===== config.mk =====
export PLATFORM = sky130hd
export DESIGN_NAME = run_ctl_flat
export DESIGN_NICKNAME = d
export VERILOG_FILES = /design/src/rtl/run_ctl_if.sv /design/src/rtl/run_ctl.sv /design/src/flat_wrapper.sv
export SDC_FILE = /design/constraint.sdc
export NUM_CORES = 1
export LEC_CHECK = 0
export CELL_PAD_IN_SITES_DETAIL_PLACEMENT = 0
export CELL_PAD_IN_SITES_GLOBAL_PLACEMENT = 2
export CORE_UTILIZATION = 34
export CTS_CLUSTER_SIZE = 30
export DETAILED_ROUTE_END_ITERATION = 8
export GPL_TIMING_DRIVEN = 0
export PLACE_DENSITY = 0.93
export SLEW_MARGIN = 0
export SYNTH_ARGS = -nofsm -noshare
export SYNTH_HDL_FRONTEND = slang
export SYNTH_SLANG_ARGS = --single-unit

===== constraint.sdc =====
create_clock -name clk -period 3.95 [get_ports clk]
set_input_delay 0.79 -clock clk [delete_from_list [all_inputs] [get_ports clk]]
set_output_delay 0.79 -clock clk [all_outputs]
set_load 0.02 [all_outputs]

===== src/rtl/run_ctl_if.sv =====
// run_ctl_if: front panel and bus requests going into the run controller,
// and the phase clocks and status it drives back out.
interface run_ctl_if;
    logic        nhalt;
    logic        nws;
    logic        fprun;
    logic        fpstep;
    logic        clk1;
    logic        clk2;
    logic        clk3;
    logic        clk4;
    logic        t34;
    logic        nrsthold;
    logic        running;
    logic        nhalted;
    logic [15:0] ucount;
    logic        ws_timeout;

    modport master (
        output nhalt, nws, fprun, fpstep,
        input  clk1, clk2, clk3, clk4, t34, nrsthold, running, nhalted, ucount, ws_timeout
    );

    modport slave (
        input  nhalt, nws, fprun, fpstep,
        output clk1, clk2, clk3, clk4, t34, nrsthold, running, nhalted, ucount, ws_timeout
    );
endinterface


===== src/rtl/run_ctl.sv =====
// run_ctl: CTL board processor run controller. Divides the master clock into
// processor phases T1..T4, holds nrsthold low after reset, and sequences
// RUN / STEP / STOPPED from the front panel, nhalt and nws.
// Optional feature: define RUN_CTL_WS_TIMEOUT_EN to bound wait-state
// stretching at WS_TIMEOUT cycles and pulse ws_timeout on a forced release.
module run_ctl #(
    parameter int unsigned RSTHOLD_CYCLES = 16,
    parameter int unsigned WS_TIMEOUT     = 64
) (
    input  logic      clk,
    input  logic      reset,
    run_ctl_if.slave  bus
);
    typedef enum logic [1:0] {S_HOLD, S_STOPPED, S_RUN, S_STEP} state_t;
    typedef enum logic [1:0] {PH_T1, PH_T2, PH_T3, PH_T4} phase_t;

    localparam int unsigned HOLD_W = (RSTHOLD_CYCLES < 1) ? 1 : $clog2(RSTHOLD_CYCLES + 1);

    if (RSTHOLD_CYCLES < 1 || WS_TIMEOUT < 1) begin : g_param_check
        $error("run_ctl: RSTHOLD_CYCLES and WS_TIMEOUT must be at least 1");
    end

    state_t              r_state;
    state_t              w_state_nxt;
    phase_t              r_phase;
    phase_t              w_phase_nxt;
    logic [HOLD_W-1:0]   r_hold_cnt;
    logic [HOLD_W-1:0]   w_hold_cnt_nxt;
    logic                r_nrsthold;
    logic                w_nrsthold_nxt;
    logic                r_nhalted;
    logic                w_nhalted_nxt;
    logic [15:0]         r_ucount;
    logic [15:0]         w_ucount_nxt;
    logic                w_ws_force;
    logic                w_active_nxt;
    logic                r_clk1;
    logic                r_clk2;
    logic                r_clk3;
    logic                r_clk4;
    logic                r_t34;
    logic                r_running;

    // State, phase and counter registers
    always_ff @(posedge clk or posedge reset) begin
        if (reset) begin
            r_state    <= S_HOLD;
            r_phase    <= PH_T1;
            r_hold_cnt <= '0;
            r_nrsthold <= 1'b0;
            r_nhalted  <= 1'b1;
            r_ucount   <= '0;
        end else begin
            r_state    <= w_state_nxt;
            r_phase    <= w_phase_nxt;
            r_hold_cnt <= w_hold_cnt_nxt;
            r_nrsthold <= w_nrsthold_nxt;
            r_nhalted  <= w_nhalted_nxt;
            r_ucount   <= w_ucount_nxt;
        end
    end

    // Next state, phase and counters; stop decisions are taken only at the end of T4
    always_comb begin
        w_state_nxt    = r_state;
        w_phase_nxt    = r_phase;
        w_hold_cnt_nxt = r_hold_cnt;
        w_nrsthold_nxt = r_nrsthold;
        w_nhalted_nxt  = r_nhalted;
        w_ucount_nxt   = r_ucount;
        case (r_state)
            S_HOLD: begin
                w_phase_nxt = PH_T1;
                if (r_hold_cnt == HOLD_W'(RSTHOLD_CYCLES)) begin
                    w_state_nxt    = S_STOPPED;
                    w_nrsthold_nxt = 1'b1;
                end else begin
                    w_hold_cnt_nxt = r_hold_cnt + 1'b1;
                end
            end
            S_STOPPED: begin
                w_phase_nxt = PH_T1;
                if (bus.fprun && bus.nhalt) begin
                    w_state_nxt   = S_RUN;
                    w_nhalted_nxt = 1'b1;
                end else if (bus.fpstep) begin
                    w_state_nxt = S_STEP;
                end
            end
            S_RUN, S_STEP: begin
                case (r_phase)
                    PH_T1: w_phase_nxt = PH_T2;
                    PH_T2: w_phase_nxt = PH_T3;
                    PH_T3: begin
                        if (bus.nws || w_ws_force) begin
                            w_phase_nxt = PH_T4;
                        end
                    end
                    PH_T4: begin
                        w_ucount_nxt = r_ucount + 16'd1;
                        w_phase_nxt  = PH_T1;
                        if (r_state == S_STEP || !bus.fprun || !bus.nhalt) begin
                            w_state_nxt = S_STOPPED;
                            if (r_state == S_RUN && !bus.nhalt) begin
                                w_nhalted_nxt = 1'b0;
                            end
                        end
                    end
                    default: w_phase_nxt = PH_T1;
                endcase
            end
            default: begin
                w_state_nxt = S_HOLD;
                w_phase_nxt = PH_T1;
            end
        endcase
    end

    assign w_active_nxt = (w_state_nxt == S_RUN) || (w_state_nxt == S_STEP);

    // Phase clocks and run status, decoded from the next state so they line up with it
    always_ff @(posedge clk or posedge reset) begin
        if (reset) begin
            r_clk1    <= 1'b0;
            r_clk2    <= 1'b0;
            r_clk3    <= 1'b0;
            r_clk4    <= 1'b0;
            r_t34     <= 1'b0;
            r_running <= 1'b0;
        end else begin
            r_clk1    <= w_active_nxt && (w_phase_nxt == PH_T1);
            r_clk2    <= w_active_nxt && (w_phase_nxt == PH_T2);
            r_clk3    <= w_active_nxt && (w_phase_nxt == PH_T3);
            r_clk4    <= w_active_nxt && (w_phase_nxt == PH_T4);
            r_t34     <= w_active_nxt && ((w_phase_nxt == PH_T3) || (w_phase_nxt == PH_T4));
            r_running <= (w_state_nxt == S_RUN);
        end
    end

`ifdef RUN_CTL_WS_TIMEOUT_EN
    localparam int unsigned WS_W = $clog2(WS_TIMEOUT + 1);

    logic [WS_W-1:0] r_ws_cnt;
    logic            r_ws_timeout;

    assign w_ws_force = (r_phase == PH_T3) && !bus.nws && (r_ws_cnt == WS_W'(WS_TIMEOUT));

    // Count consecutive stretched T3 cycles; held at zero outside T3 so every T3 entry starts clean
    always_ff @(posedge clk or posedge reset) begin
        if (reset) begin
            r_ws_cnt     <= '0;
            r_ws_timeout <= 1'b0;
        end else begin
            r_ws_timeout <= w_ws_force;
            if (r_phase != PH_T3) begin
                r_ws_cnt <= '0;
            end else if (!bus.nws && !w_ws_force) begin
                r_ws_cnt <= r_ws_cnt + 1'b1;
            end
        end
    end

    assign bus.ws_timeout = r_ws_timeout;
`else
    assign w_ws_force     = 1'b0;
    assign bus.ws_timeout = 1'b0;
`endif

    assign bus.clk1     = r_clk1;
    assign bus.clk2     = r_clk2;
    assign bus.clk3     = r_clk3;
    assign bus.clk4     = r_clk4;
    assign bus.t34      = r_t34;
    assign bus.nrsthold = r_nrsthold;
    assign bus.running  = r_running;
    assign bus.nhalted  = r_nhalted;
    assign bus.ucount   = r_ucount;
endmodule


===== src/flat_wrapper.sv =====
// flat-port wrapper written by rule: the top's interface ports become plain ports
module run_ctl_flat 
#(
    parameter int unsigned RSTHOLD_CYCLES = 16,
    parameter int unsigned WS_TIMEOUT     = 64
)
  (clk, reset, bus_nhalt, bus_nws, bus_fprun, bus_fpstep, bus_clk1, bus_clk2, bus_clk3, bus_clk4, bus_t34, bus_nrsthold, bus_running, bus_nhalted, bus_ucount, bus_ws_timeout);
  run_ctl_if bus_i ();
  input  logic clk;
  input  logic reset;
  input wire logic [$bits(bus_i.nhalt)-1:0] bus_nhalt;
  input wire logic [$bits(bus_i.nws)-1:0] bus_nws;
  input wire logic [$bits(bus_i.fprun)-1:0] bus_fprun;
  input wire logic [$bits(bus_i.fpstep)-1:0] bus_fpstep;
  output wire logic [$bits(bus_i.clk1)-1:0] bus_clk1;
  output wire logic [$bits(bus_i.clk2)-1:0] bus_clk2;
  output wire logic [$bits(bus_i.clk3)-1:0] bus_clk3;
  output wire logic [$bits(bus_i.clk4)-1:0] bus_clk4;
  output wire logic [$bits(bus_i.t34)-1:0] bus_t34;
  output wire logic [$bits(bus_i.nrsthold)-1:0] bus_nrsthold;
  output wire logic [$bits(bus_i.running)-1:0] bus_running;
  output wire logic [$bits(bus_i.nhalted)-1:0] bus_nhalted;
  output wire logic [$bits(bus_i.ucount)-1:0] bus_ucount;
  output wire logic [$bits(bus_i.ws_timeout)-1:0] bus_ws_timeout;
  assign bus_i.nhalt = bus_nhalt;
  assign bus_i.nws = bus_nws;
  assign bus_i.fprun = bus_fprun;
  assign bus_i.fpstep = bus_fpstep;
  assign bus_clk1 = bus_i.clk1;
  assign bus_clk2 = bus_i.clk2;
  assign bus_clk3 = bus_i.clk3;
  assign bus_clk4 = bus_i.clk4;
  assign bus_t34 = bus_i.t34;
  assign bus_nrsthold = bus_i.nrsthold;
  assign bus_running = bus_i.running;
  assign bus_nhalted = bus_i.nhalted;
  assign bus_ucount = bus_i.ucount;
  assign bus_ws_timeout = bus_i.ws_timeout;
  run_ctl #(.RSTHOLD_CYCLES(RSTHOLD_CYCLES), .WS_TIMEOUT(WS_TIMEOUT)) u_core (.clk(clk), .reset(reset), .bus(bus_i));
endmodule

======== Word level (Yosys, flattened, before mapping) ========
Cells that the tools add are included.
cells by class
  add/sub/neg operators ................... 2
  eq/ne operators ......................... 16
  mux-type cells .......................... 14
  bitwise gates (word level) .............. 1
  reductions and logical operators ........ 23
operator list
  kind                   count
  $add 16x1->16 const B  1
  $eq 2x2->1 const B     8
  $mux 2                 6
  $ne 2x1->1 const B     4
  $pmux 2 s4             1
  $logic_and 1x1->1      7
  $eq 2x1->1 const B     3
  $logic_not 2->1        3
  $pmux 2 s3             1
  $reduce_and 2->1       3
  $add 5x1->5 const B    1
  $eq 5x5->1 const B     1
  $reduce_and 5->1       1
  $logic_or 1x1->1       4
  $mux 1                 4
  $pmux 2 s2             1
  $reduce_or 2->1        2
  $logic_not 1->1        2
  $pmux 1 s2             1
  $reduce_bool 2->1      1
  $not 1->1              1
word-level totals
  register bits after elaboration ......... 33
  input bits .............................. 6
  output and inout bits ................... 25
  word-level logic and storage cells ...... 68

======== Depth between registers and ports, before layout ========
  depth after elaboration ................. 9
  mapped depth ............................ 6
  gate-level depth less buffers ........... 6

======== Least setup slack after synthesis ========
OpenSTA, ideal clock, no wires.
  path type ............................... input to register
  start ................................... input bus_nhalt
  end ..................................... register u_core.r_clk4, in the netlist u_core.bus.clk4
  library setup time ...................... 120 ps
  data arrival time ....................... 1,444 ps
  data required time ...................... 3,830 ps
  slack ................................... 2,386 ps
  stages on the path ...................... 5
  buffers on the path ..................... 0
  path through ............................ nand2_1 > o21ai_1 > a21oi_1 > inv_1 > and3_1
on the way
  longest elaborated chain between the ends .. 8
  elaborated cells on any way between the ends .. 11
  classes of those cells .................. eq/ne: 2; mux: 4; reduce/logical: 5
ends and longest elaborated chain
  element                          RTL line            source
  start: declaration               flat_wrapper.sv:11  input wire logic [$bits(bus_i.nhalt)-1:0] bus_nhalt;
  $logic_not 1->1                  run_ctl.sv:102      if (r_state == S_STEP || !bus.fprun || !bus.nhalt) begin
  $logic_or 1x1->1                 run_ctl.sv:102
  $mux 2                           run_ctl.sv:102
  $mux 2                           run_ctl.sv:91       case (r_phase)
  $pmux 2 s3 (*)                   run_ctl.sv:71       case (r_state)
  named net u_core.w_state_nxt[1]  run_ctl.sv:24       state_t w_state_nxt;
  $eq 2x2->1                       run_ctl.sv:119      assign w_active_nxt = (w_state_nxt == S_RUN) || (w_state_nxt == S_STEP);
  $logic_or 1x1->1 (*)             run_ctl.sv:119
  $logic_and 1x1->1 (*)            run_ctl.sv:134      r_clk4 <= w_active_nxt && (w_phase_nxt == PH_T4);
  end signal: assignment           run_ctl.sv:134
  end: declaration                 run_ctl.sv:40       logic r_clk4;
The timed path passes the listed nets; every way through them passes the cells marked *.
A chain may end at the register's enable or synchronous reset.

======== Worst setup path in the final report ========
  start ................................... register u_core.r_nhalted, in the netlist u_core.bus.nhalted
  end ..................................... output bus_nhalted
RTL lines
  element                   RTL line            source
  start: declaration        run_ctl.sv:31       logic r_nhalted;
  start signal: assignment  run_ctl.sv:58       r_nhalted <= w_nhalted_nxt;
  end: declaration          flat_wrapper.sv:22  output wire logic [$bits(bus_i.nhalted)-1:0] bus_nhalted;
No word-level cell between the ends.

==> tab_implementation.tex <==
\begin{tabular}{lr}
\hline
Metric & Value \\
\hline
\multicolumn{2}{l}{\textbf{Worst setup path}} \\
Cell family with most CP delay & buffers and inverters \\
CP Buf/Inv Count & 1 \\
Required time at the endpoint of the critical path & roughly 3.2 ns \\
Endpoint kind of the worst setup timing path & primary output \\
Critical path's slowest cell & clkdlybuf4s50\_1 \\
Startpoint Class & flip-flop \\
Maximum fanout along the worst path & 3 \\
Worst path arrival time & approximately 1.4 ns \\
Worst-path cell chain & clkdlybuf4s50\_1 \\
Slowest stage delay, CP & $\sim$0.6 ns \\
Type of the setup path with the least slack & flip-flop to primary output \\
\multicolumn{2}{l}{\textbf{Power and ir drop}} \\
Sequential share of power & between 40\% and 50\% \\
Internal power & 0.7741 mW \\
Power density over cell area & slightly above 600 mW/mm2 \\
Cell leakage power & about 0.89 nW \\
Switch Pwr & approximately 0.42 mW \\
Logic pwr share & 34.6\% \\
Switching share of power & between 30\% and 40\% \\
Maximum ir drop on the vdd rail & 0.3267 mV \\
Clock power frac & between 20\% and 30\% \\
\multicolumn{2}{l}{\textbf{STA}} \\
Final setup violation count & 0 \\
Hold violation count in the final report & 0 \\
Period utilisation layout & 55.93\% \\
Clock skew after layout & around 0.0052 ns \\
Maximum clock rate & 452.7 MHz \\
Worst hold slack after final layout & $\sim$0.47 ns \\
Worst Setup Slack, final & between 1.5 and 2 ns \\
Final total negative setup slack & 0 ns \\
Setup repair after global routing missed its margin & false \\
Final Max Slew Viols & 0 \\
Final critical-path required period & $\sim$2.2 ns \\
\multicolumn{2}{l}{\textbf{Clock network}} \\
Post-CTS setup buffers & 0 \\
Later-pin clock latency in the skew report & about 0.28 ns \\
Clock buffer count from CTS & 5 \\
Clock root buffer & clkbuf\_8 \\
\# resized after CTS & 0 \\
Clock Sinks & 33 \\
Number of buffers on the longest clock path & 2 \\
CTS Hold Buffers Added & 0 \\
Clock tree from TritonCTS & done \\
Clock H-tree levels & 2 \\
Register clock-pin slew on the reported worst setup and hold paths & around 0.060 ns \\
\multicolumn{2}{l}{\textbf{Drt}} \\
Count of antenna-violating nets left after detailed routing & 0 \\
Total routed wirelength & 2659 um \\
Overall via count from detail\_route & between 1000 and 1500 \\
Number of DRC violations after detailed routing & 0 \\
Detailed-route vias per instance & $\sim$4.7 \\
Starting DRC count in detailed routing & 31 \\
Average routed wire per standard cell & approximately 12 um \\
DRT Pass-1 Iters & 4 \\
\multicolumn{2}{l}{\textbf{Layout}} \\
Area growth from synthesis to final layout & 31.41\% \\
Share of post-route cells with drive strength above 1 & under 10\% \\
Net total in the final layout & 180 \\
Number of antenna diodes & 0 \\
Post-Layout Cell Count & between 200 and 250 \\
\multicolumn{2}{l}{\textbf{Synth}} \\
Async set-reset flop share out of synthesis & 100.0\% \\
Fraction of the yosys area taken by sequential cells & between 50 and 60\% \\
Dominant register cell in the synthesized netlist & dfrtp\_1 \\
Post-Syn Area per Cell & 11.25 um2 \\
Area contributors post-synth & dfrtp\_1 (54\%), xnor2\_1 (6.5\%), ha\_1 (5.1\%), xor2\_1 (4.8\%), nand2\_1 (3.3\%) \\
Gate count of the mapped netlist & roughly 130 \\
EDFF count, synth & 0 \\
Number of synthesis warnings & 0 \\
Share of Yosys cell area claimed by the top area cell type & between 50 and 60\% \\
Net count after synthesis & 143 \\
Number of unique standard cell types used by synthesis & 29 \\
Flip-flop and latch count after synthesis & 33 \\
Cell area after synthesis & 0.001474 mm2 \\
Cell taking the most area after synthesis & dfrtp\_1 \\
\multicolumn{2}{l}{\textbf{Die}} \\
Area of the core & between 0.004 and 0.005 mm2 \\
Die extent in x & 67.84 um \\
Height of the die & around 68 um \\
Overall die area & between 0.004 and 0.005 mm2 \\
Starting density of the core & between 30\% and 40\% \\
Cell Rows & 23 \\
I/O pin count & 31 \\
\multicolumn{2}{l}{\textbf{Placed design}} \\
\# port buffers & 29 \\
Post-Place Setup Slack & approximately 1.6 ns \\
Estimated wirelength of the detail-placed design & 1912 um \\
Cells after DPL & 210 \\
Placer congestion estimate & 0.7607 \\
\multicolumn{2}{l}{\textbf{Outcome}} \\
Result of the run & finished, final reports clean \\
\multicolumn{2}{l}{\textbf{Global route}} \\
Wire length of the first global-routing pass & about 4500 um \\
Number of global-route vias before repair & about 1000 \\
GRT overflow & 0 \\
All-layer global routing usage & 13.66\% \\
Number of antenna violations at the first check in global routing & 0 \\
Maximum number of pins on one net before global-route repair & 34 \\
\multicolumn{2}{l}{\textbf{Min path}} \\
Min-delay worst type & flip-flop to flip-flop \\
\multicolumn{2}{l}{\textbf{Run}} \\
Number of max-cap violations & 0 \\
\hline
\end{tabular}
[power by group through the flow]
stage,Sequential [mW],Clock [mW],Combinational [mW]
after detailed placement,0.526,0,0.412
after global placement,0.522,0,0.402
after floorplan,0.574,0,0.196
after CTS,0.523,0.267,0.414
after global routing,0.538,0.280,0.464
final,0.521,0.257,0.412
[metal layers]
layer	global-route usage (%)	up-vias	wire [um]
li1	-	503	-
met1	17.00	485	1270
met2	21.41	27	1208
met3	5.000	5	134
met4	5.469	0	45
met5	0	-	0
[worst paths after layout]
check | slack [ns] | depth (start not counted) | end | start
worst max-delay path | 1.74 | 1 | bus_nhalted | u_core.bus.nhalted
worst min-delay path | 0.47 | 1 | u_core.bus.ucount[15] | u_core.bus.ucount[15]
worst max register to register | 2.29 | 5 | u_core.bus.ucount[15] | u_core.r_phase[1]
worst min register to register | 0.47 | 1 | u_core.bus.ucount[15] | u_core.bus.ucount[15]
max in group asynchronous | 2.75 | 3 | u_core.bus.nhalted | reset
min in group asynchronous | 0.72 | 2 | u_core.bus.ucount[11] | reset
[stage by stage]
step           power, mW  util, %  area [um2]
2_1_floorplan     0.7703        -        1474
3_3_place_gp      0.9240    44.70        1827
3_5_place_dp      0.9374    44.70        1827
4_1_cts            1.204    46.91        1917
5_1_grt            1.283    47.40        1937
6_report           1.190    47.40        1937
[synthesized netlist by cell type (2+ instances only)]
master    number
dfrtp_1       32
nand2_1       13
xnor2_1       11
nor2_1         9
nand3_1        8
xor2_1         8
inv_1          7
ha_1           6
o21ai_0        6
nand4_1        4
and2_1         3
nor3b_1        3
a21oi_1        2
nand2b_1       2
nand4_2        2
nor3_1         2
[placed cells by master (no fill, tap or decap), drive strengths merged, types with 7 or more instances in the layout]
cell           netlist  routed
xnor2               11      11
o21ai                7       7
xor2                 8       8
clkbuf               1       9
nor2                 9       9
nand3                8       8
nand2               13      13
dfrtp               32      32
clkdlybuf4s50        0      29
[logic make-up after synthesis]
kind of cell | count (synthesis) | share of synthesized area (%)
other | 1 | 0.2544
AO/OA/AOI/OAI | 9 | 3.056
AND/OR/NAND/NOR | 52 | 20.12
XOR/XNOR | 19 | 11.29
flip-flops | 33 | 56.11
multiplexers | 1 | 0.7640
buffers and inverters | 10 | 3.311
adder cells (fa/ha/maj) | 6 | 5.093
[area by class of cell]
cell class	count	area, um2
multi-input cells	88	598.1
inverters	7	26.28
flip-flops and latches	33	827.0
clock buffers	8	90.09
repair buffers	30	310.3
plain buffers	3	22.52
well taps	50	62.56
fillers	389	2150
[flip-flops by register name, indices dropped and copies added (netlist names)]
register and count:
u_core.bus.clk1 1, u_core.bus.clk2 1, u_core.bus.clk3 1, u_core.bus.clk4 1
u_core.bus.nhalted 1, u_core.bus.nrsthold 1, u_core.bus.running 1, u_core.bus.t34 1
u_core.bus.ucount 16, u_core.r_hold_cnt 5, u_core.r_phase 2, u_core.r_state 2
Note: power is estimated with default switching activity, not from simulation.
